**config.mk**
```make
export PLATFORM = sky130hd
export DESIGN_NAME = alu_ctrl_muldiv
export DESIGN_NICKNAME = d
export VERILOG_FILES = /design/src/rtl/alu_ctrl_muldiv.sv
export SDC_FILE = /design/constraint.sdc
export NUM_CORES = 1
export LEC_CHECK = 0
export ABC_AREA = 0
export CORE_MARGIN = 1.5
export CORE_UTILIZATION = 51
export DETAILED_ROUTE_END_ITERATION = 8
export GPL_ROUTABILITY_DRIVEN = 0
export PLACE_DENSITY = 0.81
export RECOVER_POWER = 25
export SETUP_SLACK_MARGIN = 0.5
export SYNTH_ARGS = -nofsm -noshare
export SYNTH_HDL_FRONTEND = slang
export SYNTH_SLANG_ARGS = --single-unit
```
**constraint.sdc**
```tcl
create_clock -name clk -period 14.25 [get_ports clk]
set_input_delay 2.85 -clock clk [delete_from_list [all_inputs] [get_ports clk]]
set_output_delay 2.85 -clock clk [all_outputs]
set_load 0.05 [all_outputs]
```
**src/rtl/alu_ctrl_muldiv.sv**
```systemverilog
// ALU control decode for RV32I plus an iterative RV32M multiply/divide engine.
// M-ops take a fixed XLEN+1 cycles from the start edge to the md_done pulse.
module alu_ctrl_muldiv #(
  parameter int XLEN = 32
) (
  input  logic            clk,
  input  logic            reset,
  input  logic [1:0]      ALUOp,
  input  logic [2:0]      funct3,
  input  logic            op5,
  input  logic            funct7_5,
  input  logic            funct7_0,
  input  logic            start,
  input  logic [XLEN-1:0] a,
  input  logic [XLEN-1:0] b,
  output logic [3:0]      ALUControl,
  output logic [2:0]      load_store,
  output logic            is_mop,
  output logic            md_busy,
  output logic            md_done,
  output logic [XLEN-1:0] md_result
);

  typedef enum logic [1:0] {S_IDLE, S_RUN, S_FIX} state_t;

  localparam logic [XLEN-1:0] CNT_LAST = XLEN - 1;
  localparam logic [XLEN-1:0] MIN_NEG  = {1'b1, {(XLEN-1){1'b0}}};

  state_t            state_q, state_d;
  logic [XLEN-1:0]   cnt_q, cnt_d;
  logic [2:0]        op_q, op_d;
  logic [XLEN-1:0]   opb_q, opb_d;
  logic [2*XLEN-1:0] acc_q, acc_d;
  logic              neg_q, neg_d;
  logic              dz_q, dz_d;
  logic              ovf_q, ovf_d;
  logic [XLEN-1:0]   res_q, res_d;
  logic              done_q, done_d;

  always_comb begin
    is_mop     = (ALUOp == 2'b10) & op5 & funct7_0;
    ALUControl = 4'b0000;
    load_store = 3'b000;
    case (ALUOp)
      2'b00: begin
        case (funct3)
          3'b000:  load_store = 3'b001;
          3'b001:  load_store = 3'b010;
          3'b100:  load_store = 3'b011;
          3'b101:  load_store = 3'b100;
          default: load_store = 3'b000;
        endcase
      end
      2'b01: ALUControl = 4'b0001;
      2'b10: begin
        if (!is_mop) begin
          case (funct3)
            3'b000:  ALUControl = (funct7_5 & op5) ? 4'b0001 : 4'b0000;
            3'b001:  ALUControl = 4'b0010;
            3'b010:  ALUControl = 4'b0011;
            3'b011:  ALUControl = 4'b0100;
            3'b100:  ALUControl = 4'b0101;
            3'b101:  ALUControl = {3'b011, op5};
            3'b110:  ALUControl = 4'b1000;
            default: ALUControl = 4'b1001;
          endcase
        end
      end
      default: ALUControl = 4'b0000;
    endcase
  end

  // Operands are reduced to magnitudes at launch; the sign is restored in FIX.
  logic            a_sgn, b_sgn;
  logic [XLEN-1:0] mag_a, mag_b;
  always_comb begin
    a_sgn = a[XLEN-1] & (funct3 == 3'b001 || funct3 == 3'b010 ||
                         funct3 == 3'b100 || funct3 == 3'b110);
    b_sgn = b[XLEN-1] & (funct3 == 3'b001 || funct3 == 3'b100 || funct3 == 3'b110);
    mag_a = a_sgn ? -a : a;
    mag_b = b_sgn ? -b : b;
  end

  // acc holds {product high, multiplier} for multiply and {remainder, quotient} for divide.
  logic [XLEN:0]     mul_sum, div_trial;
  logic [2*XLEN-1:0] mul_next, div_next, prod_fix;
  logic [XLEN-1:0]   quo_fix, rem_fix, fix_result;
  always_comb begin
    mul_sum   = {1'b0, acc_q[2*XLEN-1:XLEN]} + {1'b0, (acc_q[0] ? opb_q : '0)};
    mul_next  = {mul_sum, acc_q[XLEN-1:1]};
    div_trial = {acc_q[2*XLEN-1:XLEN], acc_q[XLEN-1]} - {1'b0, opb_q};
    div_next  = div_trial[XLEN] ? {acc_q[2*XLEN-2:0], 1'b0}
                                : {div_trial[XLEN-1:0], acc_q[XLEN-2:0], 1'b1};
    prod_fix  = neg_q ? -acc_q : acc_q;
    quo_fix   = neg_q ? -acc_q[XLEN-1:0] : acc_q[XLEN-1:0];
    rem_fix   = neg_q ? -acc_q[2*XLEN-1:XLEN] : acc_q[2*XLEN-1:XLEN];
    case (op_q)
      3'b000:         fix_result = prod_fix[XLEN-1:0];
      3'b001, 3'b010,
      3'b011:         fix_result = prod_fix[2*XLEN-1:XLEN];
      3'b100, 3'b101: fix_result = dz_q ? '1 : (ovf_q ? MIN_NEG : quo_fix);
      // A zero divisor leaves the dividend in the remainder, which re-signs back to a.
      default:        fix_result = ovf_q ? '0 : rem_fix;
    endcase
  end

  always_ff @(posedge clk or posedge reset) begin
    if (reset) begin
      state_q <= S_IDLE;
      cnt_q   <= '0;
      op_q    <= '0;
      opb_q   <= '0;
      acc_q   <= '0;
      neg_q   <= 1'b0;
      dz_q    <= 1'b0;
      ovf_q   <= 1'b0;
      res_q   <= '0;
      done_q  <= 1'b0;
    end else begin
      state_q <= state_d;
      cnt_q   <= cnt_d;
      op_q    <= op_d;
      opb_q   <= opb_d;
      acc_q   <= acc_d;
      neg_q   <= neg_d;
      dz_q    <= dz_d;
      ovf_q   <= ovf_d;
      res_q   <= res_d;
      done_q  <= done_d;
    end
  end

  always_comb begin
    state_d = state_q;
    case (state_q)
      S_IDLE:  if (start && is_mop) state_d = S_RUN;
      S_RUN:   if (cnt_q == CNT_LAST) state_d = S_FIX;
      default: state_d = S_IDLE;
    endcase
  end

  always_comb begin
    cnt_d  = cnt_q;
    op_d   = op_q;
    opb_d  = opb_q;
    acc_d  = acc_q;
    neg_d  = neg_q;
    dz_d   = dz_q;
    ovf_d  = ovf_q;
    res_d  = res_q;
    done_d = 1'b0;
    case (state_q)
      S_IDLE: begin
        if (start && is_mop) begin
          cnt_d = '0;
          op_d  = funct3;
          opb_d = mag_b;
          acc_d = {{XLEN{1'b0}}, mag_a};
          neg_d = (funct3 == 3'b110) ? a_sgn : (a_sgn ^ b_sgn);
          dz_d  = (b == '0);
          ovf_d = (funct3 == 3'b100 || funct3 == 3'b110) && (a == MIN_NEG) && (b == '1);
        end
      end
      S_RUN: begin
        cnt_d = cnt_q + 1'b1;
        acc_d = op_q[2] ? div_next : mul_next;
      end
      default: begin
        res_d  = fix_result;
        done_d = 1'b1;
      end
    endcase
  end

  always_comb begin
    md_busy   = (state_q == S_RUN) || (state_q == S_FIX);
    md_done   = done_q;
    md_result = res_q;
  end

endmodule

```
Yosys cells after proc, flatten, opt, wreduce, memory -nomap -nowiden
Index checks and enable logic that the tools add are counted.
- add/sub/neg operators: 8
- equality and inequality tests: 20
- muxes and demuxes: 27
- bitwise logic cells: 6
- reduce and logical (&&, ||, !) cells: 22
- operators by type and width (kind ; count):
    $mux W32 ; 9
    $mux W64 ; 4
    $neg A32 Y32 ; 4
    $pmux W64 S2 ; 1
    $pmux W32 S3 ; 1
    $eq A32 B32 Y1 const B ; 2
    $neg A64 Y64 ; 1
    $pmux W32 S2 ; 1
    $add A32 B32 Y33 ; 1
    $sub A33 B32 Y33 ; 1
    $add A32 B1 Y32 const B ; 1
    $eq A32 B5 Y1 const B ; 1
    $logic_not A32 Y1 ; 1
    $pmux W4 S7 ; 1
    $eq A3 B3 Y1 const B ; 5
    $eq A3 B2 Y1 const B ; 4
    $pmux W3 S4 ; 1
    $pmux W4 S2 ; 1
    $logic_or A1 B1 Y1 ; 7
    $eq A3 B1 Y1 const B ; 2
    $logic_not A3 Y1 ; 2
    $reduce_and A2 Y1 ; 3
    $and A1 B1 Y1 ; 5
    $eq A2 B1 Y1 const B ; 2
    13 further kinds ; 22
- register bits after elaboration: 169
- input bits: 75
- output and inout port bits: 42
- word-level logic and storage cells: 93

Longest topological paths before layout
- word-level depth: 8
- gate-level depth with buffers: 15
- gate-level depth less buffers: 13

Worst setup path before layout
Ideal clock, no wire load.
- kind: input to output
- start point: input port ALUOp[0]
- end point: output port ALUControl[3]
- arrival: 4.940 ns
- data required time: 11.400 ns
- setup slack: 6.460 ns
- stages on the path: 7
- buffers on the path: 1
- path through: inv_1 -> ha_1 -> and3_1 -> clkbuf_1 -> nor2b_1 -> nand2_1 -> nor3_1
- cells in the longest elaborated chain, start to end: 5
- elaborated cells on any way between the ends: 6
- classes of those cells: eq/ne (2); mux (2); bitwise (2)
- RTL lines (what ; RTL line ; RTL):
    from (decl) ; 8 ; input logic [1:0] ALUOp,
    $eq A2 B2 Y1 ; 41 ; is_mop = (ALUOp == 2'b10) & op5 & funct7_0;
    $and A1 B1 Y1 (2 in series) ; 41 ;
    named net is_mop ; 18 ; output logic is_mop,
    $mux W4 ; 56 ; if (!is_mop) begin
    $pmux W4 S2 ; 44 ; case (ALUOp)
    to (decl) ; 16 ; output logic [3:0] ALUControl,
The timed path passes the listed nets, and every way through them passes these cells.

Worst setup path in the final report
- start point: input port ALUOp[0]
- end point: output port ALUControl[0]
- cells in the longest elaborated chain, start to end: 5
- elaborated cells on any way between the ends: 6
- classes of those cells: eq/ne (2); mux (2); bitwise (2)
- RTL lines (what ; RTL line):
    $eq A2 B2 Y1 ; 41, 44
    $and A1 B1 Y1 (2 in series) ; 41
    $mux W4 ; 56
    $pmux W4 S2 * ; 44
Every way passes the cells marked *; elsewhere a longest branch is shown, timed or not.

==> impl_metrics.json <==
{
  "outcome": "complete, but fails checks",
  "violations": "capacitance limit, slew limit",
  "antenna_found_initial": 0,
  "r2r-start": "acc_q[32]",
  "min_from": "opb_q[25]",
  "gr-total-overflow": 0,
  "detail_route.wl_per_cell_um": 19.7,
  "clock_latency_ns": 0.46,
  "cts_tree": "yes",
  "setup_violations": 0,
  "numCtsBuffers": 17,
  "regArea_mm2": 0.00423,
  "cts_post_setup_buffers_inserted": 0,
  "ios": 117,
  "drv_slew": 209,
  "syn_inst": 1947,
  "grt_pass1_vias": 14500,
  "hold_viol": 0,
  "via_per_inst": 6.43,
  "maxSlewHeadroom_pct": -236,
  "min_period_ns": 8.05,
  "crit_type": "input port to output port",
  "worst_slew_pin_slew_ns": 5.01,
  "port_buffers": 116,
  "cts_buffer_depth": 2,
  "cap_violations": 3,
  "ys_seq_area_share_pct": 27.6,
  "area_growth_pct": 12.1,
  "worstSetupStartpoint": "ALUOp[0]",
  "powerDensity_mw_per_mm2": 148,
  "yosysUniqueCellTypes": 80,
  "insertedDiodeCount": 0,
  "cts_sinks": 169,
  "ys_ff_latch": 169,
  "multi_input_area_mm2": 0.0104,
  "start_util_pct": 51.7,
  "ir_drop_mv": 0.0909,
  "start_kind": "input port",
  "rows": 63,
  "cp.required_ns": 11.40,
  "fp.coreArea_mm2": 0.0296,
  "max_clock_freq_mhz": 124,
  "async_flop_share_pct": 100,
  "die_w_um": 176,
  "crit_arrival_ns": 5.20,
  "setup_tns_ns": 0,
  "dr.pass1.iters": 8,
  "fin_crit_sh_pct": 56.5,
  "yosysWarningCount": 0,
  "synth_edf_count": 0,
  "skew_ns": 0.0166,
  "power.leakage_nw": 7.37,
  "ctsRootBufferMaster": "clkbuf_16",
  "synth_top_area_share_pct": 27.6,
  "drc": 0,
  "drive_above_1_share_pct": 4.37,
  "syn_area_mm2": 0.0153,
  "nets": 2130,
  "grt_max_degree": 107,
  "cts-resized-gates": 0,
  "routed-via-count": 15300,
  "finish.utilization_pct": 58.0,
  "place_hpwl_um": 34900,
  "synth_area_per_cell_um2": 7.87,
  "cts_hold_buffers": 0,
  "yosysTopAreaCell": "dfrtp_1",
  "synth_ff_type": "dfrtp_1",
  "drtIter0Drc": 1987,
  "clk_pin_slew_worst_paths_ns": 0.06,
  "syn-num-nets": 2099,
  "grt_first_pass_wirelength_um": 76000,
  "htreeDepth": 4,
  "drtAntennaViolNets": 0,
  "path_max_fanout": 6,
  "die_h_um": 176,
  "n_fill_cell": 2652,
  "min_path_type": "flop to flop",
  "rsz0062_at_grt": "false",
  "die_area_mm2": 0.0311,
  "drt-total-wl_um": 47000,
  "synth_area_leaders": "dfrtp_1 28%, xor2_1 6.8%, ha_1 6.1%",
  "endpoint_kind": "output port",
  "grtUsageTotal_pct": 30.6
}
-- routing by layer --
metal  share of wire, %  vias up  GRT usage, %  wire (um)
met1                 42     7227          41.3      19600
li1                   -     7053             -          -
met2                 43      859          46.6      20400
met5                  0        -             0          0
met3                9.6      173          5.68       4490
met4                5.3        0          16.1       2480
-- Yosys cell counts, drive strengths merged (21+ instances only) --
master and n:
nand2 235, o21ai 189, nor2 178, dfrtp 169
xor2 119, a21oi 112, clkbuf 102, xnor2 100
ha 75, inv 75, mux2i 56, a21o 38
nand3 37, o31ai 36, nor3 34, nand4 32
or3 26, nor4 25, o221ai 23, and3 21
-- cell usage in the layout (no fill, tap or decap), drive strengths merged, types with 8 or more instances in the layout --
cell type	count
o21ai	189
clkdlybuf4s50	115
o211ai	13
inv	78
nor4	25
dfrtp	169
a21o	38
or2	9
o31ai	36
o22ai	16
nand3	37
o21bai	11
nand2b	17
nand2	235
nand4	32
a31oi	8
o32a	14
or4	12
nor2b	10
ha	75
a22oi	10
xor2	119
o41ai	17
and4	8
and3	21
a21oi	112
or3	26
mux2i	56
nor2	178
nor3	34
o221ai	23
o21a	12
clkbuf	22
and2	14
xnor2	100
buf	11
-- critical path, cell delays in order --
cell and delay [ns]:
clkdlybuf4s50_1 0.49, inv_1 0.07, ha_1 0.20, and3_1 0.24
nor2b_1 0.22, nand2_1 0.07, a21oi_1 0.14, o21a_1 0.12
clkdlybuf4s50_1 0.80
-- registers in the layout, indices dropped and copies added, names as in the netlist --
name,cells
op_q,3
cnt_q,32
ovf_q,1
md_result,32
neg_q,1
dz_q,1
md_done,1
acc_q,64
opb_q,32
state_q,2
-- cell type report --
| type | count | area share, % |
|---|---|---|
| clock buffer | 20 | 2.60 |
| clock inverter | 12 | 0.684 |
| inverter | 75 | 1.65 |
| multi-input combinational | 1586 | 60.3 |
| sequential | 169 | 24.6 |
| tap | 390 | 2.84 |
| timing repair buffer | 129 | 7.28 |
-- worst paths after layout --
path,slack (ns),end,depth (start not counted)
worst min register to register,0.48,opb_q[25],2
worst max register to register,9.18,acc_q[63],11
max in group asynchronous,7.37,op_q[2],3
min in group asynchronous,4.39,acc_q[11],2
worst max-delay path,6.20,ALUControl[0],9
worst min-delay path,0.48,opb_q[25],2
-- kinds of logic after synthesis --
group | synth area share [%]
simple gates | 21.2
compound gates | 23.4
xor+xnor | 12.5
buf+inv | 4.90
flops | 27.6
fa+ha+maj | 6.39
mux | 3.95
-- where the power goes --
part | total [mW] | switching, mW | internal, mW | leakage [nW]
Clock | 0.460 | 0.212 | 0.248 | 0.269
Combinational | 1.33 | 0.824 | 0.504 | 4.89
Sequential | 0.752 | 0.161 | 0.590 | 2.21
Total | 2.54 | 1.20 | 1.34 | 7.37
-- stage by stage --
step	instance area, um2	std cells	hold WS, ns	total power, mW	worst slack [ns]
final	17200	2381	0.475	2.54	6.20
after global routing	17200	2381	0.505	2.68	6.05
after CTS	17200	2381	0.485	2.51	6.18
after detailed placement	16600	2349	0.471	2.05	6.19
after global placement	16600	2349	0.460	2.01	6.24
after floorplan	15300	1947	0.450	1.67	6.46
(Power assumes the default switching activity.)
